$ cat config.mk
export PLATFORM = sky130hd
export DESIGN_NAME = regfile_mp
export DESIGN_NICKNAME = d
export VERILOG_FILES = /design/src/rtl/regfile_mp_pkg.sv /design/src/rtl/regfile_mp_scoreboard.sv /design/src/rtl/regfile_mp.sv
export SDC_FILE = /design/constraint.sdc
export NUM_CORES = 2
export LEC_CHECK = 0
export ABC_CLOCK_PERIOD_IN_PS = 5450
export CAP_MARGIN = 30
export CORE_MARGIN = 2
export CORE_UTILIZATION = 37
export DETAILED_ROUTE_END_ITERATION = 10
export HOLD_SLACK_MARGIN = 0.06
export PLACE_DENSITY = 0.55
export SYNTH_ARGS = -nofsm -noshare
export SYNTH_HDL_FRONTEND = slang
export SYNTH_HIERARCHICAL = 1
export SYNTH_SLANG_ARGS = --single-unit
$ cat constraint.sdc
create_clock -name clk -period 5.45 [get_ports clk]
set_input_delay 1.09 -clock clk [delete_from_list [all_inputs] [get_ports clk]]
set_output_delay 1.09 -clock clk [all_outputs]
set_load 0.05 [all_outputs]
$ cat src/rtl/regfile_mp_pkg.sv
// Shared widths, limits and helpers for the multi-port register file.
// Optional write-through forwarding is enabled by defining REGFILE_MP_BYPASS_EN.
package regfile_mp_pkg;

  localparam int unsigned DEF_ADDR_WIDTH = 5;
  localparam int unsigned DEF_DATA_WIDTH = 32;
  localparam int unsigned DEF_NUM_RD     = 2;
  localparam int unsigned DEF_NUM_WR     = 2;

  localparam int unsigned MAX_RD = 4;
  localparam int unsigned MAX_WR = 2;

  // x0 is hardwired to zero
  localparam int unsigned REG_ZERO = 0;

  // LSB of field idx inside a packed bus of width-bit fields
  function automatic int unsigned field_lsb(input int unsigned idx, input int unsigned width);
    return idx * width;
  endfunction

endpackage

$ cat src/rtl/regfile_mp_scoreboard.sv
// Per-register busy tracking: issue sets, writeback clears, and a registered busy count.
module regfile_mp_scoreboard
  import regfile_mp_pkg::*;
#(
  parameter int unsigned ADDR_WIDTH = DEF_ADDR_WIDTH,
  parameter int unsigned NUM_WR     = DEF_NUM_WR
) (
  input  logic                         clk,
  input  logic                         i_rst_n,
  input  logic                         i_issue_en,
  input  logic [ADDR_WIDTH-1:0]        i_issue_addr,
  input  logic [NUM_WR-1:0]            i_wen,
  input  logic [NUM_WR*ADDR_WIDTH-1:0] i_waddr,
  output logic [2**ADDR_WIDTH-1:0]     o_busy,
  output logic [ADDR_WIDTH:0]          o_busy_cnt
);

  localparam int unsigned DEPTH = 2**ADDR_WIDTH;
  localparam logic [ADDR_WIDTH-1:0] ZERO_ADDR = ADDR_WIDTH'(REG_ZERO);

  logic [DEPTH-1:0]    busy_nxt;
  logic [ADDR_WIDTH:0] cnt_nxt;

  // Clears first, then the set so a younger issue wins over a same-cycle writeback
  always_comb begin
    busy_nxt = o_busy;
    for (int unsigned j = 0; j < NUM_WR; j++) begin
      if (i_wen[j] && (i_waddr[field_lsb(j, ADDR_WIDTH) +: ADDR_WIDTH] != ZERO_ADDR)) begin
        busy_nxt[i_waddr[field_lsb(j, ADDR_WIDTH) +: ADDR_WIDTH]] = 1'b0;
      end
    end
    if (i_issue_en && (i_issue_addr != ZERO_ADDR)) begin
      busy_nxt[i_issue_addr] = 1'b1;
    end
  end

  always_comb begin
    cnt_nxt = '0;
    for (int unsigned i = 0; i < DEPTH; i++) begin
      cnt_nxt = cnt_nxt + (ADDR_WIDTH+1)'(busy_nxt[i]);
    end
  end

  always_ff @(posedge clk or negedge i_rst_n) begin
    if (!i_rst_n) begin
      o_busy     <= '0;
      o_busy_cnt <= '0;
    end else begin
      o_busy     <= busy_nxt;
      o_busy_cnt <= cnt_nxt;
    end
  end

endmodule

$ cat src/rtl/regfile_mp.sv
// Multi-port register file with x0 hardwired to zero, highest-write-port priority and busy scoreboard.
// Define REGFILE_MP_BYPASS_EN to forward same-cycle write data (and clear busy) onto matching reads.
module regfile_mp
  import regfile_mp_pkg::*;
#(
  parameter int unsigned ADDR_WIDTH = DEF_ADDR_WIDTH,
  parameter int unsigned DATA_WIDTH = DEF_DATA_WIDTH,
  parameter int unsigned NUM_RD     = DEF_NUM_RD,
  parameter int unsigned NUM_WR     = DEF_NUM_WR
) (
  input  logic                         clk,
  input  logic                         i_rst_n,
  input  logic [NUM_RD*ADDR_WIDTH-1:0] i_raddr,
  output logic [NUM_RD*DATA_WIDTH-1:0] o_rdata,
  output logic [NUM_RD-1:0]            o_rbusy,
  input  logic [NUM_WR-1:0]            i_wen,
  input  logic [NUM_WR*ADDR_WIDTH-1:0] i_waddr,
  input  logic [NUM_WR*DATA_WIDTH-1:0] i_wdata,
  input  logic                         i_issue_en,
  input  logic [ADDR_WIDTH-1:0]        i_issue_addr,
  output logic [ADDR_WIDTH:0]          o_busy_cnt
);

  localparam int unsigned DEPTH = 2**ADDR_WIDTH;
  localparam logic [ADDR_WIDTH-1:0] ZERO_ADDR = ADDR_WIDTH'(REG_ZERO);

  logic [DATA_WIDTH-1:0] mem     [DEPTH];
  logic [DEPTH-1:0]      busy;
  logic [ADDR_WIDTH-1:0] raddr_a [NUM_RD];
  logic [ADDR_WIDTH-1:0] waddr_a [NUM_WR];
  logic [DATA_WIDTH-1:0] wdata_a [NUM_WR];
  logic [NUM_WR-1:0]     wr_valid;

  for (genvar k = 0; k < NUM_RD; k++) begin : g_rd_unpack
    assign raddr_a[k] = i_raddr[field_lsb(k, ADDR_WIDTH) +: ADDR_WIDTH];
  end

  for (genvar j = 0; j < NUM_WR; j++) begin : g_wr_unpack
    assign waddr_a[j] = i_waddr[field_lsb(j, ADDR_WIDTH) +: ADDR_WIDTH];
    assign wdata_a[j] = i_wdata[field_lsb(j, DATA_WIDTH) +: DATA_WIDTH];
  end

  // A write survives only if no higher-indexed port targets the same register
  always_comb begin
    wr_valid = '0;
    for (int unsigned j = 0; j < NUM_WR; j++) begin
      wr_valid[j] = i_wen[j] && (waddr_a[j] != ZERO_ADDR);
      for (int unsigned h = j + 1; h < NUM_WR; h++) begin
        if (i_wen[h] && (waddr_a[h] == waddr_a[j])) begin
          wr_valid[j] = 1'b0;
        end
      end
    end
  end

  always_ff @(posedge clk or negedge i_rst_n) begin
    if (!i_rst_n) begin
      for (int unsigned i = 0; i < DEPTH; i++) begin
        mem[i] <= '0;
      end
    end else begin
      for (int unsigned j = 0; j < NUM_WR; j++) begin
        if (wr_valid[j]) begin
          mem[waddr_a[j]] <= wdata_a[j];
        end
      end
    end
  end

  regfile_mp_scoreboard #(
    .ADDR_WIDTH (ADDR_WIDTH),
    .NUM_WR     (NUM_WR)
  ) u_scoreboard (
    .clk          (clk),
    .i_rst_n      (i_rst_n),
    .i_issue_en   (i_issue_en),
    .i_issue_addr (i_issue_addr),
    .i_wen        (i_wen),
    .i_waddr      (i_waddr),
    .o_busy       (busy),
    .o_busy_cnt   (o_busy_cnt)
  );

  always_comb begin
    o_rdata = '0;
    o_rbusy = '0;
    for (int unsigned k = 0; k < NUM_RD; k++) begin
      if (raddr_a[k] != ZERO_ADDR) begin
        o_rdata[field_lsb(k, DATA_WIDTH) +: DATA_WIDTH] = mem[raddr_a[k]];
        o_rbusy[k] = busy[raddr_a[k]];
`ifdef REGFILE_MP_BYPASS_EN
        // Forward in-flight writeback; a same-cycle issue to this register keeps it busy
        for (int unsigned j = 0; j < NUM_WR; j++) begin
          if (i_rst_n && wr_valid[j] && (waddr_a[j] == raddr_a[k])) begin
            o_rdata[field_lsb(k, DATA_WIDTH) +: DATA_WIDTH] = wdata_a[j];
            o_rbusy[k] = i_issue_en && (i_issue_addr == raddr_a[k]);
          end
        end
`endif
      end
    end
  end

endmodule

==> qor.yml <==
clock_latency_ps: 800
fin_area_um2: 77500
syn_nets: 7372
worstReg2RegStart: "u_scoreboard/o_busy[25]"
ys_ff_latch: 1062
synthFlopType: "dfrtp_1"
fillers: 16700
drc: 0
wl_per_cell_um: 31.2
dieArea_um2: 183000
portBuffers: 165
synth-warning-count: 6
drive_above_1_share_pct: 20.8
slew_viol_final: 0
r2r-end: "u_scoreboard/o_busy_cnt[4]"
cts_buffers: 131
vias_per_cell: 6.37
cts.sinks: 1062
grt_pass1_vias: 59200
hold_violations: 0
gp_congestion: 0.903
p_switching_mw: 10.7
ant_nets: 0
leakage_nw: 32.8
crit_path_end: "u_scoreboard/o_busy_cnt[4]"
synth_area_um2: 66300
rows: 155
power_frac_seq_pct: 37.6
finalWirelength_mm: 301
grt_antenna_before_repair: 22
rrSetupSlack_ps: 520
maxCapViolations: 0
hp-class: "primary input to asynchronous set/reset pin"
cpLargestDelayFamily: "adder cells"
vias: 61400
critPathKind: "primary input to flip-flop"
place_area_um2: 72500
seq_area_um2: 26600
overflow: 0
multi_input_area_um2: 36900
rsz0062_at_grt: "true"
ir_worst_vdd_v: 0.000524
worstMarginPinSlew_ps: 1330
layout-area-overhead-vs-synth_pct: 16.9
finalNetCount: 7303
clockRootBuffer: "clkbuf_16"
fmax_mhz: 186
core_um2: 178000
layout_commonest_cell: "nand2_1"
synth_cell_types: 47
dp_hpwl_mm: 183
cp_common_cell: "fa_1"
first_pass_iters: 8
switching_share_pct: 34.4
p_per_area_nw_per_um2: 401
async_reset_ff_share_pct: 100
synth_cells: 7247
fin_crit_ps: 5380
clockBufferDepth: 3
p_int_mw: 20.4
slew_headroom_pct: 11.7
finalSetupViolations: 0
die_w_um: 427
holdBufCountCts: 0
status: "finished clean"
drt_iter0_markers: 9515
p_total_mw: 31.1
cp_slowest_stage_delay_ps: 580
worstPathCellList: "dlygate4sd2_1 > nand2b_4 > buf_4 > nor2_1 > a32oi_1 > fa_1 > fa_1 > fa_1 > fa_1 > fa_1 > inv_2 > fa_2 > ha_4 > fa_2 > a21o_1 > a21oi_2 > xnor2_1"
die_h_um: 427
clockPowerShare_pct: 29.1
reg2regPathDepth: 15
cts-htree-levels: 4
layout_common_cells: "2002 x nand2_1, 1062 x dfrtp_1, 1040 x nor2_1"
worstPathRequired_ps: 6170
fin_skew_ps: 7.92
grt_max_degree: 143
arrival_ps: 6100
clkSlewWorstSetupHoldPaths_ps: 60
start_kind: "primary input"
seq_area_frac_synth_pct: 40.1
initial_core_util_pct: 37.2
endpoint_kind: "flip-flop"
finalNonFillerCells: 9647
critPathBufInv: 3
hold_slack_ps: 345
dp.cells: 9375
cp_max_fo: 3
cp.depth: 17
ioPinCount: 166
worst_path_max_delay_cell: "fa_1"
cp-startpoint: "i_issue_addr[4]"
tritoncts: "done"
grt_pass1_wl_mm: 429
comb_power_share_pct: 33.3
grt_usage_pct: 32.7
avgSynthCellArea_um2: 9.15
synth_edf_count: 0
period_share_pct: 98.8
power by group through the flow:
stage / Sequential [mW] / Clock (mW) / Combinational (mW)
floorplan: 11.2 / 0 / 7.09
global placement: 11.6 / 0 / 9.96
detailed placement: 11.7 / 0 / 10.2
CTS: 11.6 / 9.09 / 10.3
global route: 11.9 / 9.39 / 11.3
finish: 11.7 / 9.03 / 10.4
routing by layer:
metal  wire, um  vias to the layer above  global-route usage (%)
met3      38900                      919                    9.77
met1     112000                    30500                    43.0
li1           -                    25500                       -
met5         64                        -                       0
met2     130000                     4502                    47.4
met4      19900                       10                    19.5
Yosys cell counts, types with 5 or more instances:
cell type | count | area share, %
nand2_1 | 2039 | 12
dfrtp_1 | 1062 | 40
nor2_1 | 1047 | 5.9
a31oi_1 | 978 | 9.2
clkbuf_1 | 545 | 3.1
mux4_2 | 528 | 18
buf_2 | 189 | 1.4
mux2i_1 | 146 | 2.2
a21oi_1 | 116 | 0.88
mux2_2 | 84 | 1.4
o21ai_1 | 66 | 0.50
buf_4 | 58 | 0.66
a221oi_1 | 48 | 0.63
o21ai_0 | 40 | 0.30
a22oi_1 | 34 | 0.39
a21boi_2 | 27 | 0.46
fa_1 | 24 | 0.72
inv_1 | 24 | 0.14
o21ai_2 | 24 | 0.32
a32o_1 | 16 | 0.24
a32oi_1 | 16 | 0.21
buf_1 | 16 | 0.091
a22o_1 | 15 | 0.20
nor2b_1 | 14 | 0.13
nor2_2 | 9 | 0.085
and2_1 | 8 | 0.076
nand2b_1 | 8 | 0.076
ha_1 | 7 | 0.13
xnor2_1 | 7 | 0.093
and4b_1 | 6 | 0.091
buf_6 | 6 | 0.10
nand3b_1 | 5 | 0.057
registers in the layout, indices dropped and copies added (netlist names):
name / flops
mem: 1024
u_scoreboard/o_busy: 32
u_scoreboard/o_busy_cnt: 6
area by class of cell:
class / instances / share of cell area (%)
Inverter: 24 / 0.116
Clock inverter: 38 / 0.672
Sequential cell: 1062 / 34.3
Clock buffer: 196 / 4.89
Multi-Input combinational cell: 5347 / 47.7
Antenna cell: 13 / 0.0420
Tap cell: 2355 / 3.80
Timing Repair Buffer: 612 / 8.52
how the worst min path moves through the flow:
stage	to	slack [ps]	depth (start not counted)
6_report	mem[760]	340	1
3_5_place_dp	mem[992]	380	0
3_3_place_gp	mem[1012]	380	0
4_1_cts	mem[760]	360	1
2_1_floorplan	mem[1000]	440	1
5_1_grt	mem[760]	370	1
repair_timing:
item	4_1_cts	5_1_grt
setup endpoints to repair	5	2
pin swaps	31	25
gates resized for setup	89	30
endpoints found under the hold margin	0	0
buffers inserted	8	2
per-stage QoR:
step / utilization (%) / setup slack (ps) / setup TNS [ps]
floorplan: - / -312 / -824
global placement: 40.6 / -1200 / -6090
detailed placement: 40.7 / -1270 / -6220
CTS: 43.2 / 3.20 / 0
global route: 43.5 / -80.4 / -80.4
finish: 43.5 / 66.8 / 0
cell families after synthesis:
kind of cell               after synthesis  synth area share [%]
adders and majority gates               31                 0.857
muxes                                  758                  21.6
buffers and inverters                  838                  5.50
and+or+nand+nor                       3165                  18.4
AOI/OAI and AO/OA                     1385                  13.5
xor gates and xnor gates                 8                 0.106
DFF                                   1062                  40.1
Power figures use the tool's default switching activity.
